File: config.mk
export PLATFORM = sky130hd
export DESIGN_NAME = sump_reply_sender_flat
export DESIGN_NICKNAME = d
export VERILOG_FILES = /design/src/rtl/sump_reply_sender_pkg.sv /design/src/rtl/sump_reply_sender_if.sv /design/src/rtl/sump_reply_rom.sv /design/src/rtl/sump_reply_sender.sv /design/src/flat_wrapper.sv
export SDC_FILE = /design/constraint.sdc
export NUM_CORES = 1
export LEC_CHECK = 0
export CORE_ASPECT_RATIO = 1.1
export CORE_MARGIN = 2
export CORE_UTILIZATION = 45
export CTS_CLUSTER_DIAMETER = 30
export DETAILED_ROUTE_END_ITERATION = 8
export PLACE_DENSITY = 0.66
export SLEW_MARGIN = 10
export SYNTH_ARGS = -nofsm -noshare
export SYNTH_HDL_FRONTEND = slang
export SYNTH_SLANG_ARGS = --single-unit
File: constraint.sdc
create_clock -name clock -period 1.95 [get_ports clock]
set_clock_uncertainty 0.1 [all_clocks]
set_input_delay 0.2925 -clock clock [delete_from_list [all_inputs] [get_ports clock]]
set_output_delay 0.2925 -clock clock [all_outputs]
set_load 0.03 [all_outputs]
File: src/rtl/sump_reply_sender_pkg.sv
// sump_meta_pkg: shared types, token values and the elaboration-time ROM
// image builder for the SUMP reply sender.
//   reply_kind_e : request kinds from the command decoder
//   state_e      : reply FSM states
//   build_rom()  : packs ID word + metadata tokens into one byte image
package sump_meta_pkg;

    typedef enum logic [1:0] {
        RK_ID    = 2'd0,
        RK_META  = 2'd1,
        RK_RSVD2 = 2'd2,
        RK_RSVD3 = 2'd3
    } reply_kind_e;

    typedef enum logic [1:0] {
        ST_IDLE,
        ST_LOAD,
        ST_SEND,
        ST_FIN
    } state_e;

    localparam logic [7:0] TOK_NAME   = 8'h01;
    localparam logic [7:0] TOK_FW     = 8'h02;
    localparam logic [7:0] TOK_SMEM   = 8'h21;
    localparam logic [7:0] TOK_RATE   = 8'h23;
    localparam logic [7:0] TOK_PROBES = 8'h40;
    localparam logic [7:0] TOK_PROTO  = 8'h41;
    localparam logic [7:0] TOK_END    = 8'h00;

    localparam int unsigned ROM_MAX   = 256;
    localparam int unsigned STR_MAX   = 32;
    localparam int unsigned ID_BASE   = 0;
    localparam int unsigned ID_LEN    = 4;
    localparam int unsigned ID_END    = ID_BASE + ID_LEN - 1;
    localparam int unsigned META_BASE = ID_BASE + ID_LEN;

    // Strings are right-aligned in a fixed-width vector; unused high bytes are 0.
    typedef logic [8*STR_MAX-1:0] str_t;
    // Byte i of the image lives at bits [8*i +: 8].
    typedef logic [8*ROM_MAX-1:0] rom_image_t;

    function automatic int unsigned str_len(input str_t s);
        int unsigned n;
        n = 0;
        for (int unsigned i = 0; i < STR_MAX; i++)
            if (s[8*i +: 8] != 8'h00) n = i + 1;
        return n;
    endfunction

    // 01 name 00 02 fw 00 (4 framing bytes) + 21 w32, 23 w32, 40 np, 41 pv, 00 (15 bytes)
    function automatic int unsigned meta_len(input int unsigned name_len, input int unsigned fw_len);
        return name_len + fw_len + 19;
    endfunction

    function automatic rom_image_t build_rom(
        input logic [31:0] id_word,
        input str_t        name,
        input str_t        fw,
        input logic [31:0] smem,
        input logic [31:0] rate,
        input logic [7:0]  probes,
        input logic [7:0]  proto
    );
        rom_image_t  img;
        int unsigned p;
        int unsigned nl;
        int unsigned fl;
        img = '0;
        nl  = str_len(name);
        fl  = str_len(fw);
        for (int unsigned i = 0; i < ID_LEN; i++)
            img[8*(ID_BASE+i) +: 8] = id_word[8*(ID_LEN-1-i) +: 8];
        p = META_BASE;
        img[8*p +: 8] = TOK_NAME; p++;
        for (int unsigned i = nl; i > 0; i--) begin img[8*p +: 8] = name[8*(i-1) +: 8]; p++; end
        img[8*p +: 8] = TOK_END; p++;
        img[8*p +: 8] = TOK_FW; p++;
        for (int unsigned i = fl; i > 0; i--) begin img[8*p +: 8] = fw[8*(i-1) +: 8]; p++; end
        img[8*p +: 8] = TOK_END; p++;
        img[8*p +: 8] = TOK_SMEM; p++;
        for (int unsigned i = 4; i > 0; i--) begin img[8*p +: 8] = smem[8*(i-1) +: 8]; p++; end
        img[8*p +: 8] = TOK_RATE; p++;
        for (int unsigned i = 4; i > 0; i--) begin img[8*p +: 8] = rate[8*(i-1) +: 8]; p++; end
        img[8*p +: 8] = TOK_PROBES; p++;
        img[8*p +: 8] = probes; p++;
        img[8*p +: 8] = TOK_PROTO; p++;
        img[8*p +: 8] = proto; p++;
        img[8*p +: 8] = TOK_END;
        return img;
    endfunction

endpackage

File: src/rtl/sump_reply_sender_if.sv
// sump_reply_sender_if: request, abort, status and transmit byte stream
// between command decoder / UART transmitter (master) and the reply sender (slave).
//   req_valid/req_kind/req_ready : request handshake (kind 0=ID, 1=METADATA)
//   abort                        : end the current reply after the in-flight byte
//   tx_valid/tx_byte/tx_ready    : reply byte stream
//   busy/done/aborted            : status and end-of-reply pulses
interface sump_reply_sender_if;
    logic       req_valid;
    logic [1:0] req_kind;
    logic       req_ready;
    logic       abort;
    logic       tx_valid;
    logic [7:0] tx_byte;
    logic       tx_ready;
    logic       busy;
    logic       done;
    logic       aborted;

    modport master (
        output req_valid, req_kind, abort, tx_ready,
        input  req_ready, tx_valid, tx_byte, busy, done, aborted
    );

    modport slave (
        input  req_valid, req_kind, abort, tx_ready,
        output req_ready, tx_valid, tx_byte, busy, done, aborted
    );
endinterface

File: src/rtl/sump_reply_rom.sv
// sump_reply_rom: synchronous-read byte ROM, contents fixed at elaboration.
//   clock : read clock        reset : sync active-low, clears data
//   en    : read enable       addr  : byte address
//   data  : registered read data, held while en is low
module sump_reply_rom
    import sump_meta_pkg::*;
#(
    parameter int unsigned DEPTH = 64,
    parameter rom_image_t  INIT  = '0,
    localparam int unsigned AW   = $clog2(DEPTH)
) (
    input  logic          clock,
    input  logic          reset,
    input  logic          en,
    input  logic [AW-1:0] addr,
    output logic [7:0]    data
);
    logic [7:0] mem [DEPTH];

    for (genvar i = 0; i < DEPTH; i++) begin : g_mem
        assign mem[i] = INIT[8*i +: 8];
    end

    always_ff @(posedge clock) begin
        if (!reset)
            data <= '0;
        else if (en)
            data <= mem[addr];
    end
endmodule

File: src/rtl/sump_reply_sender.sv
// sump_reply_sender: serves SUMP ID and metadata replies from a parameter-built
// ROM as a valid/ready byte stream, with abort support.
//   clock : sole clock (posedge)     reset : synchronous, active-low
//   bus   : slave side of sump_reply_sender_if (request, abort, tx stream, status)
module sump_reply_sender
    import sump_meta_pkg::*;
#(
    parameter int unsigned ROM_DEPTH    = 64,
    parameter logic [31:0] ID_WORD      = 32'h4143_5350,
    parameter str_t        DEVICE_NAME  = "ACSP LA v2.00",
    parameter str_t        FW_VERSION   = "2.00",
    parameter logic [31:0] SAMPLE_BYTES = 32'd32768,
    parameter logic [31:0] MAX_RATE_HZ  = 32'd200_000_000,
    parameter logic [7:0]  NUM_PROBES   = 8'd8,
    parameter logic [7:0]  PROTO_VER    = 8'd2
) (
    input logic clock,
    input logic reset,
    sump_reply_sender_if.slave bus
);
    localparam int unsigned AW       = $clog2(ROM_DEPTH);
    localparam int unsigned META_END = META_BASE + meta_len(str_len(DEVICE_NAME), str_len(FW_VERSION)) - 1;
    localparam rom_image_t  ROM_IMAGE = build_rom(ID_WORD, DEVICE_NAME, FW_VERSION,
                                                  SAMPLE_BYTES, MAX_RATE_HZ, NUM_PROBES, PROTO_VER);

    localparam logic [AW-1:0] ID_BASE_A   = AW'(ID_BASE);
    localparam logic [AW-1:0] ID_END_A    = AW'(ID_END);
    localparam logic [AW-1:0] META_BASE_A = AW'(META_BASE);
    localparam logic [AW-1:0] META_END_A  = AW'(META_END);

    if (ROM_DEPTH < 2 || ROM_DEPTH > ROM_MAX) begin : g_bad_depth
        $error("ROM_DEPTH %0d outside 2..%0d", ROM_DEPTH, ROM_MAX);
    end
    // Guarantees addr never wraps: every range end is inside the ROM.
    if (META_END >= ROM_DEPTH) begin : g_rom_overflow
        $error("reply image of %0d bytes exceeds ROM_DEPTH %0d", META_END + 1, ROM_DEPTH);
    end

    state_e        state;
    logic [AW-1:0] addr;
    logic [AW-1:0] end_addr;
    logic          abort_q;
    logic          tx_valid;
    logic          busy;
    logic          done;
    logic          aborted;
    logic          req_ready;
    logic [7:0]    rom_data;
    reply_kind_e   kind;
    logic          abort_pending;
    logic          handshake;
    logic          rom_en;

    assign kind          = reply_kind_e'(bus.req_kind);
    assign abort_pending = abort_q | bus.abort;
    assign handshake     = tx_valid & bus.tx_ready;
    assign rom_en        = (state == ST_LOAD) & ~abort_pending;

    assign bus.req_ready = req_ready;
    assign bus.tx_valid  = tx_valid;
    assign bus.tx_byte   = rom_data;   // ROM output register doubles as tx_byte
    assign bus.busy      = busy;
    assign bus.done      = done;
    assign bus.aborted   = aborted;

    sump_reply_rom #(
        .DEPTH (ROM_DEPTH),
        .INIT  (ROM_IMAGE)
    ) u_rom (
        .clock (clock),
        .reset (reset),
        .en    (rom_en),
        .addr  (addr),
        .data  (rom_data)
    );

    always_ff @(posedge clock) begin
        if (!reset) begin
            state     <= ST_IDLE;
            addr      <= '0;
            end_addr  <= '0;
            abort_q   <= 1'b0;
            tx_valid  <= 1'b0;
            busy      <= 1'b0;
            done      <= 1'b0;
            aborted   <= 1'b0;
            req_ready <= 1'b1;
        end else begin
            done    <= 1'b0;
            aborted <= 1'b0;
            if (state != ST_IDLE && bus.abort)
                abort_q <= 1'b1;
            case (state)
                ST_IDLE: begin
                    abort_q <= 1'b0;
                    // Reserved kinds fall through: consumed, no reply.
                    if (bus.req_valid && (kind == RK_ID || kind == RK_META)) begin
                        addr      <= (kind == RK_ID) ? ID_BASE_A : META_BASE_A;
                        end_addr  <= (kind == RK_ID) ? ID_END_A  : META_END_A;
                        state     <= ST_LOAD;
                        busy      <= 1'b1;
                        req_ready <= 1'b0;
                    end
                end
                ST_LOAD: begin
                    if (abort_pending) begin
                        state   <= ST_FIN;
                        aborted <= 1'b1;
                    end else begin
                        state    <= ST_SEND;
                        tx_valid <= 1'b1;
                    end
                end
                ST_SEND: begin
                    if (handshake) begin
                        tx_valid <= 1'b0;
                        // Last byte wins over a coincident abort.
                        if (addr == end_addr) begin
                            state <= ST_FIN;
                            done  <= 1'b1;
                        end else if (abort_pending) begin
                            state   <= ST_FIN;
                            aborted <= 1'b1;
                        end else begin
                            addr  <= addr + AW'(1);
                            state <= ST_LOAD;
                        end
                    end
                end
                ST_FIN: begin
                    state     <= ST_IDLE;
                    busy      <= 1'b0;
                    req_ready <= 1'b1;
                end
                default: state <= ST_IDLE;
            endcase
        end
    end
endmodule

File: src/flat_wrapper.sv
// flat-port wrapper written by rule: the top's interface ports become plain ports
module sump_reply_sender_flat import sump_meta_pkg::*;
#(
    parameter int unsigned ROM_DEPTH    = 64,
    parameter logic [31:0] ID_WORD      = 32'h4143_5350,
    parameter str_t        DEVICE_NAME  = "             ",
    parameter str_t        FW_VERSION   = "    ",
    parameter logic [31:0] SAMPLE_BYTES = 32'd32768,
    parameter logic [31:0] MAX_RATE_HZ  = 32'd200_000_000,
    parameter logic [7:0]  NUM_PROBES   = 8'd8,
    parameter logic [7:0]  PROTO_VER    = 8'd2
)
  (clock, reset, bus_req_valid, bus_req_kind, bus_abort, bus_tx_ready, bus_req_ready, bus_tx_valid, bus_tx_byte, bus_busy, bus_done, bus_aborted);
  sump_reply_sender_if bus_i ();
  input logic clock;
  input logic reset;
  input wire logic [$bits(bus_i.req_valid)-1:0] bus_req_valid;
  input wire logic [$bits(bus_i.req_kind)-1:0] bus_req_kind;
  input wire logic [$bits(bus_i.abort)-1:0] bus_abort;
  input wire logic [$bits(bus_i.tx_ready)-1:0] bus_tx_ready;
  output wire logic [$bits(bus_i.req_ready)-1:0] bus_req_ready;
  output wire logic [$bits(bus_i.tx_valid)-1:0] bus_tx_valid;
  output wire logic [$bits(bus_i.tx_byte)-1:0] bus_tx_byte;
  output wire logic [$bits(bus_i.busy)-1:0] bus_busy;
  output wire logic [$bits(bus_i.done)-1:0] bus_done;
  output wire logic [$bits(bus_i.aborted)-1:0] bus_aborted;
  assign bus_i.req_valid = bus_req_valid;
  assign bus_i.req_kind = bus_req_kind;
  assign bus_i.abort = bus_abort;
  assign bus_i.tx_ready = bus_tx_ready;
  assign bus_req_ready = bus_i.req_ready;
  assign bus_tx_valid = bus_i.tx_valid;
  assign bus_tx_byte = bus_i.tx_byte;
  assign bus_busy = bus_i.busy;
  assign bus_done = bus_i.done;
  assign bus_aborted = bus_i.aborted;
  sump_reply_sender #(.ROM_DEPTH(ROM_DEPTH), .ID_WORD(ID_WORD), .DEVICE_NAME(DEVICE_NAME), .FW_VERSION(FW_VERSION), .SAMPLE_BYTES(SAMPLE_BYTES), .MAX_RATE_HZ(MAX_RATE_HZ), .NUM_PROBES(NUM_PROBES), .PROTO_VER(PROTO_VER)) u_core (.clock(clock), .reset(reset), .bus(bus_i));
endmodule
Word-level counts from Yosys, hierarchy flattened
Memories as Yosys holds them, arrays and structs flattened. A register that Yosys moved wholly into a read port is not among the register bits.
Cells that the tools add are included.
- add/subtract/negate cells: 1
- equal/unequal tests: 10
- multiplexer cells: 25
- bitwise operators: 6
- reduce and logical (&&, ||, !) cells: 17
- operators by type and width (kind ; number):
    6-bit 2-to-1 mux ; 5
    6-bit case mux with 2 select lines ; 1
    1-bit 2-to-1 mux ; 9
    2-bit 2-to-1 mux ; 4
    1-bit case mux with 2 select lines ; 4
    2-bit case mux with 4 select lines ; 1
    2-bit nonzero test ; 4
    6-bit NOT with 7-bit output ; 1
    6-bit by 1-bit adder with 6-bit output, second input constant ; 1
    6-bit equality test ; 1
    2-bit inequality test, second input constant ; 3
    2-bit AND reduction ; 3
    3-bit AND reduction ; 2
    5-bit AND reduction ; 1
    2-bit by 1-bit equality test with 1-bit output, second input constant ; 2
    2-bit equality test, second input constant ; 2
    2-bit zero test ; 2
    2-bit by 1-bit inequality test with 1-bit output, second input constant ; 2
    3-bit 2-to-1 mux ; 1
    1-bit AND ; 2
    1-bit logical AND ; 2
    1-bit NOT ; 2
    2-bit OR reduction ; 1
    1-bit zero test ; 1
    2 further kinds ; 2
- bits in registers: 20
- bits in read-only memories: 512
- output and inout port bits: 13
- logic and storage cells: 69
- memories kept: 1
- memories (memory ; words ; width ; rd ports ; clocked after memory_dff ; write ports ; line ; text):
    (name not given) ; 64 ; 8 ; 1 ; 1 ; 0 ; sump_reply_rom.sv:28 ; data <= mem[addr];

Depth between registers and ports, before layout
Gate-level depths: netlist (run 1).
- depth in word-level cells: 5
- depth in mapped cells: 8
- depth with buffers taken out: 7

Modules after synthesis
From an unflattened synthesis (run 1), not the netlist that was laid out.
- cells, all modules: 177
- area total of the unflattened synthesis: 1516.5 µm²
- by module, submodules not included (module ; instances ; cells an instance ; area each (µm²) ; sequential area each (µm²)):
    sump_reply_sender ; 1 ; 110 ; 934.6 ; 320.3
    sump_reply_rom ; 1 ; 67 ; 581.8 ; 140.1

Worst setup path after synthesis (run 1)
OpenSTA, ideal clock, no wires.
- kind: reg-to-reg
- start: reg u_core.state[0]
- end: reg u_core.addr[4]
- arrival: 1.569 ns
- data required time: 1.781 ns
- slack: 0.213 ns
- cell stages (with the launch flop): 7
- buffers on the path: 0
- clock period less this slack: 1.737 ns
- cells stage by stage: dfxtp_1 > inv_1 > ha_1 > a22oi_2 > nand4_2 > or3_1 > o21ai_1
- word-level cells in the longest chain between the ends: 3
- ends and longest elaborated chain (what ; line ; text):
    start, declared ; sump_reply_sender.sv:39 ; state_e state;
    start signal, assigned ; sump_reply_sender.sv:79 ; state <= ST_IDLE;
    start signal, assigned ; sump_reply_sender.sv:100 ; state <= ST_LOAD;
    start signal, assigned ; sump_reply_sender.sv:107 ; state <= ST_FIN;
    2-bit equality test / 2-bit zero test (equally long branches) ; sump_reply_sender.sv:93 ; case (state)
    2-bit inequality test (no source line), or another cell as far along ; - ;
    5-bit AND reduction (no source line) ; - ;
    end signal, assigned ; sump_reply_sender.sv:98 ; addr <= (kind == RK_ID) ? ID_BASE_A : META_BASE_A;
    end signal, assigned ; sump_reply_sender.sv:125 ; addr <= addr + AW'(1);
    end, declared ; sump_reply_sender.sv:40 ; logic [AW-1:0] addr;
Several ways; a longest one is shown, not always the timed one.
A chain may end at the register's enable or synchronous reset.

Worst setup path after layout (run 1)
- start: reg u_core.state[1]
- end: reg u_core.addr[4]
Same word-level chain as after synthesis.

==> run metrics, run 1 <==
outcome finished clean; unrepaired setup endpoints after global routing false; fin. max-slew vios 0; leakage power a little under 0.7 nW; Clk pin slew, worst setup/hold paths around 0.13 ns; Worst setup SP type flop; Psw around 0.64 mW; Period minus WS final between 1.5 and 2 ns; hold bufs inserted after CTS 0; final hold vios 0; share of layout cells above drive strength 1 14.87%; Worst Path Max Fanout 5; Row Count 21; IO Count 20; total core area 0.003048 mm^2; Sink Count 23; commonest non-fill, non-tap cell in the layout dfxtp_1; number of flops mapped to enable cells by yosys 0; Worst Reg-to-Reg Cells 6; Critical Path RT 2.09 ns; register area share after synthesis between 30% and 40%; DP Wirelength 2506 um; post-CTS sizing 0; max_cap viols 0; setup bufs post-CTS 0; Final GP Congestion 0.8648; Layout area overhead 19.34%; root buf cell clkbuf_4; Final period util slightly above 90%; Inserted Diodes 0; synth warn 0; CTS tree done; H-tree Lvls 1; placed cells between 200 and 250; DR DRC count 0; post-route ant nets 0; vias in the first global route around 1300; Die Y 63.39 um; global route overflow 0; Post-Synthesis Cell Area between 0.001 and 0.0015 mm^2; die span in x 57.99 um; Clock power frac about 14%; initial antenna violation count 0; 1st-iter DRT viols about 70; multi-input logic area around 870 um^2; worst hold-check path type flop to flop; Setup crit end u_core.addr[4]; reg-to-reg startpoint u_core.state[1]; post-placement cell area 0.001688 mm^2; maximum clock path buffer count 2; CP max-delay cell dfxtp_1; port bufs 18; Crit. End Element flop; number of fill cells between 200 and 300; drt total wl 3324 um; post-route design area approximately 0.0017 mm^2; combinational share of power 48.6%; max incr delay on CP 0.42 ns; worst-skew pair later-pin latency between 0.3 and 0.4 ns; die area about 0.0037 mm^2; # nets final roughly 220; largest net degree at the start of global routing 24; flop2flop setup slack between 0.1 and 0.15 ns; Internal about 0.95 mW; Syn Nets about 190; DR vias between 1000 and 1500; Peak VDD IR around 0.63 mV; Pwr Total 1.586 mW; Syn Area/Cell roughly 8.5 um^2; R2R Path End u_core.addr[4]; Finished Layout Cells 229; cts bufs inserted 3; most frequent cells in the layout 22 x dfxtp_1, 19 x nand2_1, 18 x clkdlybuf4s50_1; register area between 400 and 500 um^2; First-pass DRT Iterations 4; #FFs+latches synth 23; Arr. time, crit path ~2 ns; Final setup viols 0; vias per cell around 5.6; Setup Crit Path Kind flop to flop; f_max ~550 MHz; crit path cell chain inv_1 -> ha_1 -> a22oi_2 -> nand4_2 -> or3_1 -> o21ai_1; count of cell types in the netlist between 40 and 50; wire per inst approximately 15 um; aggregate global-route resource usage approximately 20%; min-delay src u_core.u_rom.data[6]; Pwr per Cell Area between 900 and 1000 mW/mm^2; switching part of the total about two fifths; Seq pwr share 37.7%; Worst Setup SP u_core.state[1]; Top FF cell, synth dfxtp_1; first-pass GRT wire length between 5000 and 6000 um; Post-Synthesis Cells roughly 170; Post-synth ARST share 0%; initial core utilization around 47%
[per-stage QoR]
step	util [%]	TNS [ns]	worst slack [ns]	hold WS, ns
3_3_place_gp	55.38	0	0.03600	0.3530
6_report	56.49	0	0.1267	0.3742
4_1_cts	56.28	0	0.05020	0.3775
5_1_grt	56.49	0	0.01496	0.4128
2_1_floorplan	-	0	0.2127	0.3336
3_5_place_dp	55.38	-0.03052	-0.02003	0.3583
[per-layer routing]
| metal | up-vias | routed length, um | global-route usage (%) |
|---|---|---|---|
| met5 | - | 0 | 0 |
| met4 | 0 | 19 | 6.105 |
| met3 | 2 | 68 | 2.053 |
| met2 | 18 | 1753 | 35.80 |
| met1 | 621 | 1482 | 24.75 |
| li1 | 651 | - | - |
[worst min path at each step]
stage | endpoint | slack [ns] | cells after the start
after floorplan | u_core.addr[4] | 0.33 | 2
after global placement | u_core.u_rom.data[4] | 0.35 | 2
after detailed placement | u_core.u_rom.data[6] | 0.36 | 2
after CTS | u_core.u_rom.data[6] | 0.38 | 2
after global routing | u_core.u_rom.data[6] | 0.41 | 2
final | u_core.u_rom.data[6] | 0.37 | 2
[flip-flops by register name (all words and copies together), names as in the netlist]
register,count
u_core.addr,6
u_core.state,2
u_core.bus.tx_valid,1
u_core.abort_q,1
u_core.end_addr,2
u_core.u_rom.data,7
u_core.bus.req_ready,1
u_core.bus.done,1
u_core.bus.aborted,1
u_core.bus.busy,1
[cell usage after synthesis, drive strengths merged (2+ instances only)]
| master | n | area share, % |
|---|---|---|
| ha | 13 | 11 |
| and3 | 3 | 2.1 |
| a21oi | 14 | 4.9 |
| nand4b | 2 | 1.2 |
| and2 | 4 | 1.9 |
| nor2b | 2 | 0.87 |
| a41oi | 2 | 2.5 |
| nor3b | 3 | 1.6 |
| dfxtp | 23 | 32 |
| nor2 | 9 | 2.3 |
| a31oi | 3 | 1.3 |
| buf | 5 | 2.8 |
| a21boi | 3 | 1.6 |
| o21ai | 15 | 5.2 |
| clkbuf | 5 | 2.9 |
| inv | 8 | 2.1 |
| nand3 | 11 | 3.8 |
| nor3 | 3 | 1.0 |
| o211a | 2 | 1.4 |
| nand2 | 19 | 4.9 |
| o211ai | 3 | 1.6 |
[power by group through the flow]
stage	clock network [mW]	registers, mW	logic (mW)
2_1_floorplan	0	0.703	0.415
3_3_place_gp	0	0.604	0.749
3_5_place_dp	0	0.609	0.761
4_1_cts	0.224	0.598	0.768
5_1_grt	0.242	0.608	0.844
6_report	0.216	0.599	0.771
[final cells by class]
class                      instances  share of cell area (%)
clock inverter                     1                  0.2907
tap                               34                   2.471
timing repair buffer              32                   16.57
sequential                        23                   26.82
clock buffer                       3                   1.308
multi-input combinational        128                   50.80
inverter                           8                   1.744
[logic make-up after synthesis]
kind of cell,Yosys count,synth area share [%]
fa+ha+maj,13,11.28
other cells,1,0.2599
flops,23,31.92
compound gates,50,24.29
mux,1,0.6939
simple gates,63,23.76
buf+inv,18,7.807
[worst max-delay path: cells and delay by family, from the launching register on]
kind	cells	cell delay, ns
adders and majority gates	1	0.21
and+or+nand+nor	2	0.53
AOI/OAI and AO/OA	2	0.39
DFF	1	0.42
buffers and inverters	1	0.11
No activity file was read; power rests on OpenSTA's default activity.
==> run 2: changes to the inputs <==
- CORE_MARGIN: 2 -> 1.5
==> run metrics, run 2 (same netlist as run 1, synthesis figures left out) <==
1st-iter DRT viols 42; CTS tree done; setup bufs post-CTS 0; aggregate global-route resource usage between 10% and 20%; pre-CTS setup slack -0.004176 ns; Final GP Congestion between 0.8 and 0.9; Largest Register u_core.u_rom.data; leakage power between 0.6 and 0.7 nW; DR DRC count 0; maximum clock path buffer count 2; vias per cell ~5.6; Largest register FFs 7; root buf cell clkbuf_4; Sink Count 23; DP Wirelength between 2000 and 2500 um; Worst Path Max Fanout 9; final hold vios 0; unrepaired setup endpoints after global routing false; Setup Crit Path Kind flop to flop; die span in x 56.99 um; Critical Path RT around 2 ns; multi-input logic area 869.6 um^2; register area between 400 and 500 um^2; worst hold-check path type flop to flop; Largest regs u_core.u_rom.data (7), u_core.addr (6); largest net degree at the start of global routing 24; first-pass GRT wire length about 5400 um; Period minus WS final 1.870 ns; Layout area overhead 17.87%; hold bufs inserted after CTS 0; DR vias around 1300; commonest non-fill, non-tap cell in the layout dfxtp_1; Inserted Diodes 0; worst-skew pair later-pin latency 0.31 ns; final worst-path setup slack between 0.08 and 0.09 ns; initial core utilization approximately 47%; share of layout cells above drive strength 1 roughly an eighth; post-route ant nets 0; fin. max-slew vios 0; total core area between 0.003 and 0.004 mm^2; vias in the first global route between 1000 and 1500; Clk pin slew, worst setup/hold paths around 0.12 ns; Arr. time, crit path just under 2 ns; outcome finished clean; Final setup viols 0; initial antenna violation count 0; Peak VDD IR approximately 0.65 mV; number of fill cells 295; f_max around 530 MHz; # nets final 214; wire per inst roughly 14 um; IO Count 20; final setup TNS 0 ns; post-CTS sizing 0; First-pass DRT Iterations 4; port bufs 18; cts bufs inserted 3; Pwr per Cell Area approximately 900 mW/mm^2; H-tree Lvls 1; Row Count 21; global route overflow 0; most frequent cells in the layout 23 x dfxtp_1, 19 x nand2_1, 18 x clkdlybuf4s50_1; Worst setup SP type flop; Crit. End Element flop; max_cap viols 0; die area between 0.003 and 0.004 mm^2; Die Y around 62 um; drt total wl between 3000 and 4000 um; Final period util roughly 96%
-- run 2: cell types whose count changed in the layout (fill, tap and decap cells not counted), sizes merged --
cell / previous run / this run
buf: 14 / 12
-- run 2: final cells by class --
| cell class | instances | area share, % |
|---|---|---|
| inverter | 8 | 1.766 |
| tap | 34 | 2.502 |
| sequential | 23 | 27.08 |
| timing repair buffer | 30 | 15.89 |
| clock inverter | 1 | 0.2943 |
| clock buffer | 3 | 1.325 |
| multi-input combinational | 128 | 51.14 |
-- run 2: per-stage QoR --
step | instance area [um^2] | cells | hold WS, ns | power [mW] | util [%]
CTS | 1700 | 227 | 0.3741 | 1.582 | 55.79
global placement | 1673 | 223 | 0.3532 | 1.345 | 54.89
floorplan | 1443 | 169 | 0.3336 | 1.118 | -
detailed placement | 1673 | 223 | 0.3563 | 1.361 | 54.89
finish | 1700 | 227 | 0.3693 | 1.567 | 55.79
global route | 1700 | 227 | 0.4066 | 1.680 | 55.79
-- run 2: worst max-delay path, cell delays in order, from the launching register on --
cell and delay, ns:
dfxtp_1 0.57, inv_1 0.17, ha_1 0.22, and2_2 0.19
o21ai_0 0.17, a21oi_1 0.09, o21bai_1 0.17, a21oi_1 0.08
-- run 2: path summary, 6_finish.rpt --
kind	startpoint	endpoint	slack [ns]	depth (start not counted)
worst max register to register	u_core.addr[0]	u_core.u_rom.data[1]	0.08	7
worst max-delay path	u_core.addr[0]	u_core.u_rom.data[1]	0.08	7
worst min register to register	u_core.u_rom.data[6]	u_core.u_rom.data[6]	0.37	2
worst min-delay path	u_core.u_rom.data[6]	u_core.u_rom.data[6]	0.37	2
-- run 2: where the power goes --
part           internal [mW]  switching [mW]  leakage, nW
Sequential             0.549          0.0479        0.187
Clock                 0.0766           0.141       0.0177
Combinational          0.314           0.438        0.471
Total                  0.940           0.627        0.676
-- run 2: metal layers --
layer  wire length [um]  vias up  global-route usage, %
met1               1374      600                  22.70
met4                 48        0                  6.977
met2               1608       14                  34.20
met5                  0        -                      0
li1                   -      649                      -
met3                 54        4                  2.484
==> run 3: changes to the inputs <==
- HOLD_SLACK_MARGIN: not set -> 0.02
==> results of run 3 <==
Same layout as run 2: the final DEF is identical, and so are final timing and power.
